`src/rtl/sim_monitor_if.sv`:
```
// Record stream from sim_monitor to its consumer: valid/ready handshake
// carrying one phase transition per beat.
interface sim_monitor_if #(
  parameter int W = 32
);
  logic         rec_valid;
  logic         rec_ready;
  logic [1:0]   rec_from;
  logic [1:0]   rec_to;
  logic [W-1:0] rec_cycle;

  modport master (output rec_valid, rec_from, rec_to, rec_cycle, input rec_ready);
  modport slave  (input rec_valid, rec_from, rec_to, rec_cycle, output rec_ready);
endinterface

```
`src/rtl/sim_monitor.sv`:
```
// Watches a simulator's phase and cycle count, queues phase-transition records
// in a small FIFO and raises sticky flags for illegal phase or count behaviour.
//
// state    | meaning
// UNPRIMED | first cycle after reset: capture phase/count, no checks
// WATCH    | checking every cycle, COMPLETED not yet recorded
// FINISHED | COMPLETED recorded; keeps checking until reset
module sim_monitor #(
  parameter int MAX_CYCLE_WIDTH = 32,
  parameter int DEPTH           = 4
) (
  input  logic                       clk,
  input  logic                       reset_n,
  input  logic [1:0]                 state,
  input  logic [MAX_CYCLE_WIDTH-1:0] current_cycle,
  sim_monitor_if.master              rec,
  output logic                       illegal,
  output logic                       cycle_err,
  output logic                       overflow,
  output logic                       done
);
  localparam int W  = MAX_CYCLE_WIDTH;
  localparam int AW = $clog2(DEPTH);
  localparam logic [W-1:0]  ALL_ONES = '1;
  localparam logic [W-1:0]  ONE      = {{(W-1){1'b0}}, 1'b1};
  localparam logic [AW:0]   FULL_CNT = (AW+1)'(DEPTH);
  localparam logic [AW:0]   CNT_ONE  = (AW+1)'(1);
  localparam logic [AW-1:0] PTR_ONE  = AW'(1);

  typedef enum logic [1:0] {UNPRIMED, WATCH, FINISHED} mon_t;

  mon_t            fsm, fsm_nxt;
  logic [1:0]      prev_state;
  logic [W-1:0]    prev_cycle;
  logic            push, legal, cycle_ok, pop, full, accept, valid;
  logic [AW-1:0]   rd_ptr, wr_ptr;
  logic [AW:0]     count;
  logic [1:0]      mem_from  [DEPTH];
  logic [1:0]      mem_to    [DEPTH];
  logic [W-1:0]    mem_cycle [DEPTH];

  always_ff @(posedge clk or negedge reset_n) begin
    if (!reset_n) fsm <= UNPRIMED;
    else          fsm <= fsm_nxt;
  end

  always_comb begin
    fsm_nxt = fsm;
    unique case (fsm)
      UNPRIMED: fsm_nxt = WATCH;
      WATCH:    if (push && state == 2'b11) fsm_nxt = FINISHED;
      FINISHED: fsm_nxt = FINISHED;
      default:  fsm_nxt = UNPRIMED;
    endcase
  end

  always_comb begin
    push  = (fsm != UNPRIMED) && (state != prev_state);
    legal = 1'b0;
    case ({prev_state, state})
      4'b0001, 4'b0110, 4'b1011: legal = 1'b1;
      default:                   legal = 1'b0;
    endcase
    // The simulator saturates at all-ones, so a wrap to zero counts as an error.
    cycle_ok = (prev_cycle != ALL_ONES && current_cycle == prev_cycle + ONE) ||
               (prev_cycle == ALL_ONES && current_cycle == ALL_ONES);
    valid  = (count != '0);
    full   = (count == FULL_CNT);
    pop    = valid && rec.rec_ready;
    accept = push && (!full || pop);
  end

  always_ff @(posedge clk or negedge reset_n) begin
    if (!reset_n) begin
      prev_state <= 2'b00;
      prev_cycle <= '0;
      illegal    <= 1'b0;
      cycle_err  <= 1'b0;
      overflow   <= 1'b0;
    end else begin
      prev_state <= state;
      prev_cycle <= current_cycle;
      if (fsm != UNPRIMED) begin
        if (push && !legal)        illegal   <= 1'b1;
        if (!cycle_ok)             cycle_err <= 1'b1;
        if (push && full && !pop)  overflow  <= 1'b1;
      end
    end
  end

  always_ff @(posedge clk or negedge reset_n) begin
    if (!reset_n) begin
      rd_ptr <= '0;
      wr_ptr <= '0;
      count  <= '0;
    end else begin
      if (accept) wr_ptr <= wr_ptr + PTR_ONE;
      if (pop)    rd_ptr <= rd_ptr + PTR_ONE;
      case ({accept, pop})
        2'b10:   count <= count + CNT_ONE;
        2'b01:   count <= count - CNT_ONE;
        default: count <= count;
      endcase
    end
  end

  // Storage needs no reset: every read is gated by a non-zero count.
  always_ff @(posedge clk) begin
    if (accept) begin
      mem_from[wr_ptr]  <= prev_state;
      mem_to[wr_ptr]    <= state;
      mem_cycle[wr_ptr] <= current_cycle;
    end
  end

  always_comb begin
    rec.rec_valid = valid;
    rec.rec_from  = valid ? mem_from[rd_ptr]  : 2'b00;
    rec.rec_to    = valid ? mem_to[rd_ptr]    : 2'b00;
    rec.rec_cycle = valid ? mem_cycle[rd_ptr] : '0;
    done          = (fsm == FINISHED) && !valid;
  end
endmodule

```
`src/flat_wrapper.sv`:
```
// flat-port wrapper written by rule: the top's interface ports become plain ports
module sim_monitor_flat 
#(
  parameter int MAX_CYCLE_WIDTH = 32,
  parameter int DEPTH           = 4
)
  (clk, reset_n, state, current_cycle, illegal, cycle_err, overflow, done, rec_rec_valid, rec_rec_from, rec_rec_to, rec_rec_cycle, rec_rec_ready);
  sim_monitor_if #(.W((32))) rec_i ();
  input  logic clk;
  input  logic reset_n;
  input  logic [1:0] state;
  input  logic [MAX_CYCLE_WIDTH-1:0] current_cycle;
  output logic illegal;
  output logic cycle_err;
  output logic overflow;
  output logic done;
  output wire logic [$bits(rec_i.rec_valid)-1:0] rec_rec_valid;
  output wire logic [$bits(rec_i.rec_from)-1:0] rec_rec_from;
  output wire logic [$bits(rec_i.rec_to)-1:0] rec_rec_to;
  output wire logic [$bits(rec_i.rec_cycle)-1:0] rec_rec_cycle;
  input wire logic [$bits(rec_i.rec_ready)-1:0] rec_rec_ready;
  assign rec_rec_valid = rec_i.rec_valid;
  assign rec_rec_from = rec_i.rec_from;
  assign rec_rec_to = rec_i.rec_to;
  assign rec_rec_cycle = rec_i.rec_cycle;
  assign rec_i.rec_ready = rec_rec_ready;
  sim_monitor #(.MAX_CYCLE_WIDTH(MAX_CYCLE_WIDTH), .DEPTH(DEPTH)) u_core (.clk(clk), .reset_n(reset_n), .state(state), .current_cycle(current_cycle), .rec(rec_i), .illegal(illegal), .cycle_err(cycle_err), .overflow(overflow), .done(done));
endmodule
```
`config.mk`:
```
export PLATFORM = sky130hd
export DESIGN_NAME = sim_monitor_flat
export DESIGN_NICKNAME = d
export VERILOG_FILES = /design/src/rtl/sim_monitor_if.sv /design/src/rtl/sim_monitor.sv /design/src/flat_wrapper.sv
export SDC_FILE = /design/constraint.sdc
export NUM_CORES = 1
export LEC_CHECK = 0
export CORE_MARGIN = 2
export CORE_UTILIZATION = 62
export DETAILED_ROUTE_END_ITERATION = 12
export PLACE_DENSITY = 0.86
export SYNTH_ARGS = -nofsm -noshare
export SYNTH_HDL_FRONTEND = slang
export SYNTH_SLANG_ARGS = --single-unit
```
`constraint.sdc`:
```
create_clock -name clk -period 3.8 [get_ports clk]
set_clock_uncertainty 0.1 [all_clocks]
set_input_delay 0.38 -clock clk [delete_from_list [all_inputs] [get_ports clk]]
set_output_delay 0.38 -clock clk [all_outputs]
set_load 0.1 [all_outputs]
```
==> impl_metrics.env <==
export IMPL_status="completed"
export IMPL_async_flop_share=0.242
export IMPL_wl_per_cell_um=20.8
export IMPL_synthTopCellsByArea="edfxtp_1 (53%), dfrtp_1 (14%), mux4_2 (9.8%)"
export IMPL_synth_most_common_cell="edfxtp_1"
export IMPL_period_needed_ns=2.92
export IMPL_synth_top_cell_by_area="edfxtp_1"
export IMPL_cts_tree="yes"
export IMPL_timing_rr_end="u_core.cycle_err$_DFFE_PN0P_"
export IMPL_num_rows=42
export IMPL_worstSetupEndpointType="output pin"
export IMPL_ant_nets=0
export IMPL_synth_top_cell_area_share=0.525
export IMPL_yosys_area_share_simple=0.114
export IMPL_worstPathArrival_ns=2.44
export IMPL_grt_pass1_wl_um=26300
export IMPL_worst_r2r_path_depth=8
export IMPL_vias_per_cell=6.14
export IMPL_grt_max_degree=47
export IMPL_r2r_start="u_core.prev_cycle[0]$_DFF_PN0_"
export IMPL_cp_start_kind="flop"
export IMPL_antenna_found_initial=0
export IMPL_synth_seq_cells=190
export IMPL_start_util=0.629
export IMPL_min_path_type="in2async"
export IMPL_nets=652
export IMPL_tightest_slew_ns=1.06
export IMPL_die_area_sq_um=14200
export IMPL_rsz0062_at_grt="false"
export IMPL_yosysUniqueCellTypes=55
export IMPL_cts_buffers=17
export IMPL_root_buffer="clkbuf_16"
export IMPL_hold_buffers=0
export IMPL_synth_top_family_by_area="simple AND/OR/NAND/NOR gates"
export IMPL_groute_usage_overall=0.249
export IMPL_fin_setup_tns_ns=0
export IMPL_synth_compound_area_frac=0.0325
export IMPL_syn_area_sq_um=8230
export IMPL_clkSinkCount=190
export IMPL_slowest_stage="dfrtp_2"
export IMPL_r2r_setup_slack_ns=1.10
export IMPL_drc=0
export IMPL_synth_nets=565
export IMPL_grt_pass1_vias=5086
export IMPL_drive_gt1_frac=0.202
export IMPL_drt_iter0_drc=372
export IMPL_routed_wl_um=16500
export IMPL_overflow=0
export IMPL_routabilityCongestion=0.974
export IMPL_synth_area_mux_share=0.108
export IMPL_firstDrtPassIters=5
export IMPL_coreArea_sq_um=13100
export IMPL_io_buffer_count=77
export IMPL_syn_mean_instance_area_sq_um=15.9
export IMPL_place_hpwl_um=10500
export IMPL_cts_setup_buffers=0
export IMPL_die_h_um=119
export IMPL_hold_viol=0
export IMPL_fmax_mhz=342
export IMPL_cts_buffer_depth=2
export IMPL_crit_fanout=22
export IMPL_cts_resized=0
export IMPL_post_route_period_util=0.769
export IMPL_critPathKind="reg2out"
export IMPL_critPathRequiredTime_ns=3.32
export IMPL_clk_pin_slew_ns=0.06
export IMPL_yosysSeqAreaShare=0.665
export IMPL_diodes=0
export IMPL_syn_inst=518
export IMPL_syn_to_final_growth_pct=18.0
export IMPL_setup_violations=0
export IMPL_synth_xor_area_frac=0.0489
export IMPL_cap_viol_max_count=0
export IMPL_synth_fa_ha_area_frac=0.0161
export IMPL_cts_max_level=4
export IMPL_synth_enable_flop_cells=144
export IMPL_vias=4876
export IMPL_yosys_most_used_dff="edfxtp_1"
export IMPL_cp_slowest_stage_delay_ns=0.74
export IMPL_synth_common_cells="edfxtp_1 (144), dfrtp_1 (46), and2_1 (40)"
export IMPL_io_pin_count=78
export IMPL_relSlewSlack=0.293
export IMPL_clk_latency_ns=0.44
export IMPL_dieWidth_um=119
export IMPL_yosys_warnings=0
export IMPL_final_max_slew_viol_count=0
export IMPL_worstPathCellList="buf_12 -> mux4_2 -> and2_1 -> buf_4"
-- stage by stage --
stage          worst slack (ns)  area [sq um]  utilization  cells  hold slack, ns
2_1_floorplan             0.411          8230            -    518         -0.0156
3_3_place_gp              0.899          9130        0.698    762           0.347
3_5_place_dp              0.762          9130        0.698    762           0.343
4_1_cts                   0.826          9710        0.742    794          0.0641
5_1_grt                   0.731          9710        0.742    794           0.131
6_report                  0.878          9710        0.742    794          0.0269
-- cell families (layout without fill, tap and decap cells) --
kind of cell	after synthesis	after routing
AND/OR/NAND/NOR	157	157
adder cells (fa/ha/maj)	10	10
AO/OA/AOI/OAI	41	41
multiplexers	44	44
buffers and inverters	30	130
XOR/XNOR	46	46
flip-flops	190	190
-- sequential cells by signal (all words and copies together), names as in the netlist, 2 cells and up --
| name | flops |
|---|---|
| u_core.count | 3 |
| u_core.fsm | 2 |
| u_core.mem_cycle | 128 |
| u_core.mem_from | 8 |
| u_core.mem_to | 8 |
| u_core.prev_cycle | 32 |
| u_core.prev_state | 2 |
| u_core.rd_ptr | 2 |
| u_core.wr_ptr | 2 |
-- layer usage --
layer	part of all wire	global-route usage	wire length, um	up-vias
li1	-	-	-	2172
met1	0.40	0.309	6670	2469
met2	0.51	0.411	8420	194
met3	0.057	0.0594	948	41
met4	0.030	0.122	490	0
met5	0	0.0184	0	-
-- worst max path at each step --
stage                                       from                                end  slack, ns  cells past startpoint
finish              u_core.rd_ptr[0]$_DFFE_PN0P_                  rec_rec_cycle[16]       0.88                      4
detailed placement                      state[1]   u_core.mem_cycle[3][9]$_DFFE_PP_       0.76                      6
floorplan            u_core.count[1]$_DFFE_PN0P_                               done       0.41                      3
global route        u_core.rd_ptr[0]$_DFFE_PN0P_                  rec_rec_cycle[16]       0.73                      4
CTS                 u_core.rd_ptr[0]$_DFFE_PN0P_                  rec_rec_cycle[15]       0.83                      4
global placement                        state[1]  u_core.mem_cycle[2][17]$_DFFE_PP_       0.90                      6
-- cell type report --
class                           instances  area [sq um]
Sequential cell                       190          5480
Clock inverter                         12           114
Timing Repair Buffer                   84           748
Inverter                               14          52.6
Clock buffer                           20           467
Fill cell                             776          3370
Tap cell                              176           220
Multi-Input combinational cell        298          2630
-- cells in the final DEF, fill, tap and decap left out, types with 14 or more instances in the layout --
master / n
and2_1: 40
buf_4: 43
clkbuf_16: 17
clkdlybuf4s50_1: 38
dfrtp_1: 45
edfxtp_1: 144
inv_1: 14
mux4_2: 36
nand2_1: 17
nand3_1: 17
nand4_1: 20
nor2_1: 14
xnor2_1: 27
xor2_1: 19
-- critical path: cells and delay by family (launching register included) --
kind | cells | cell delay (ns)
muxes | 1 | 0.53
buffers and inverters | 2 | 0.53
and+or+nand+nor | 1 | 0.18
DFF | 1 | 0.74
Power is left out: the tool's default activity adds up to more than one toggle a clock period on the data nets, which glitch-free logic cannot reach.
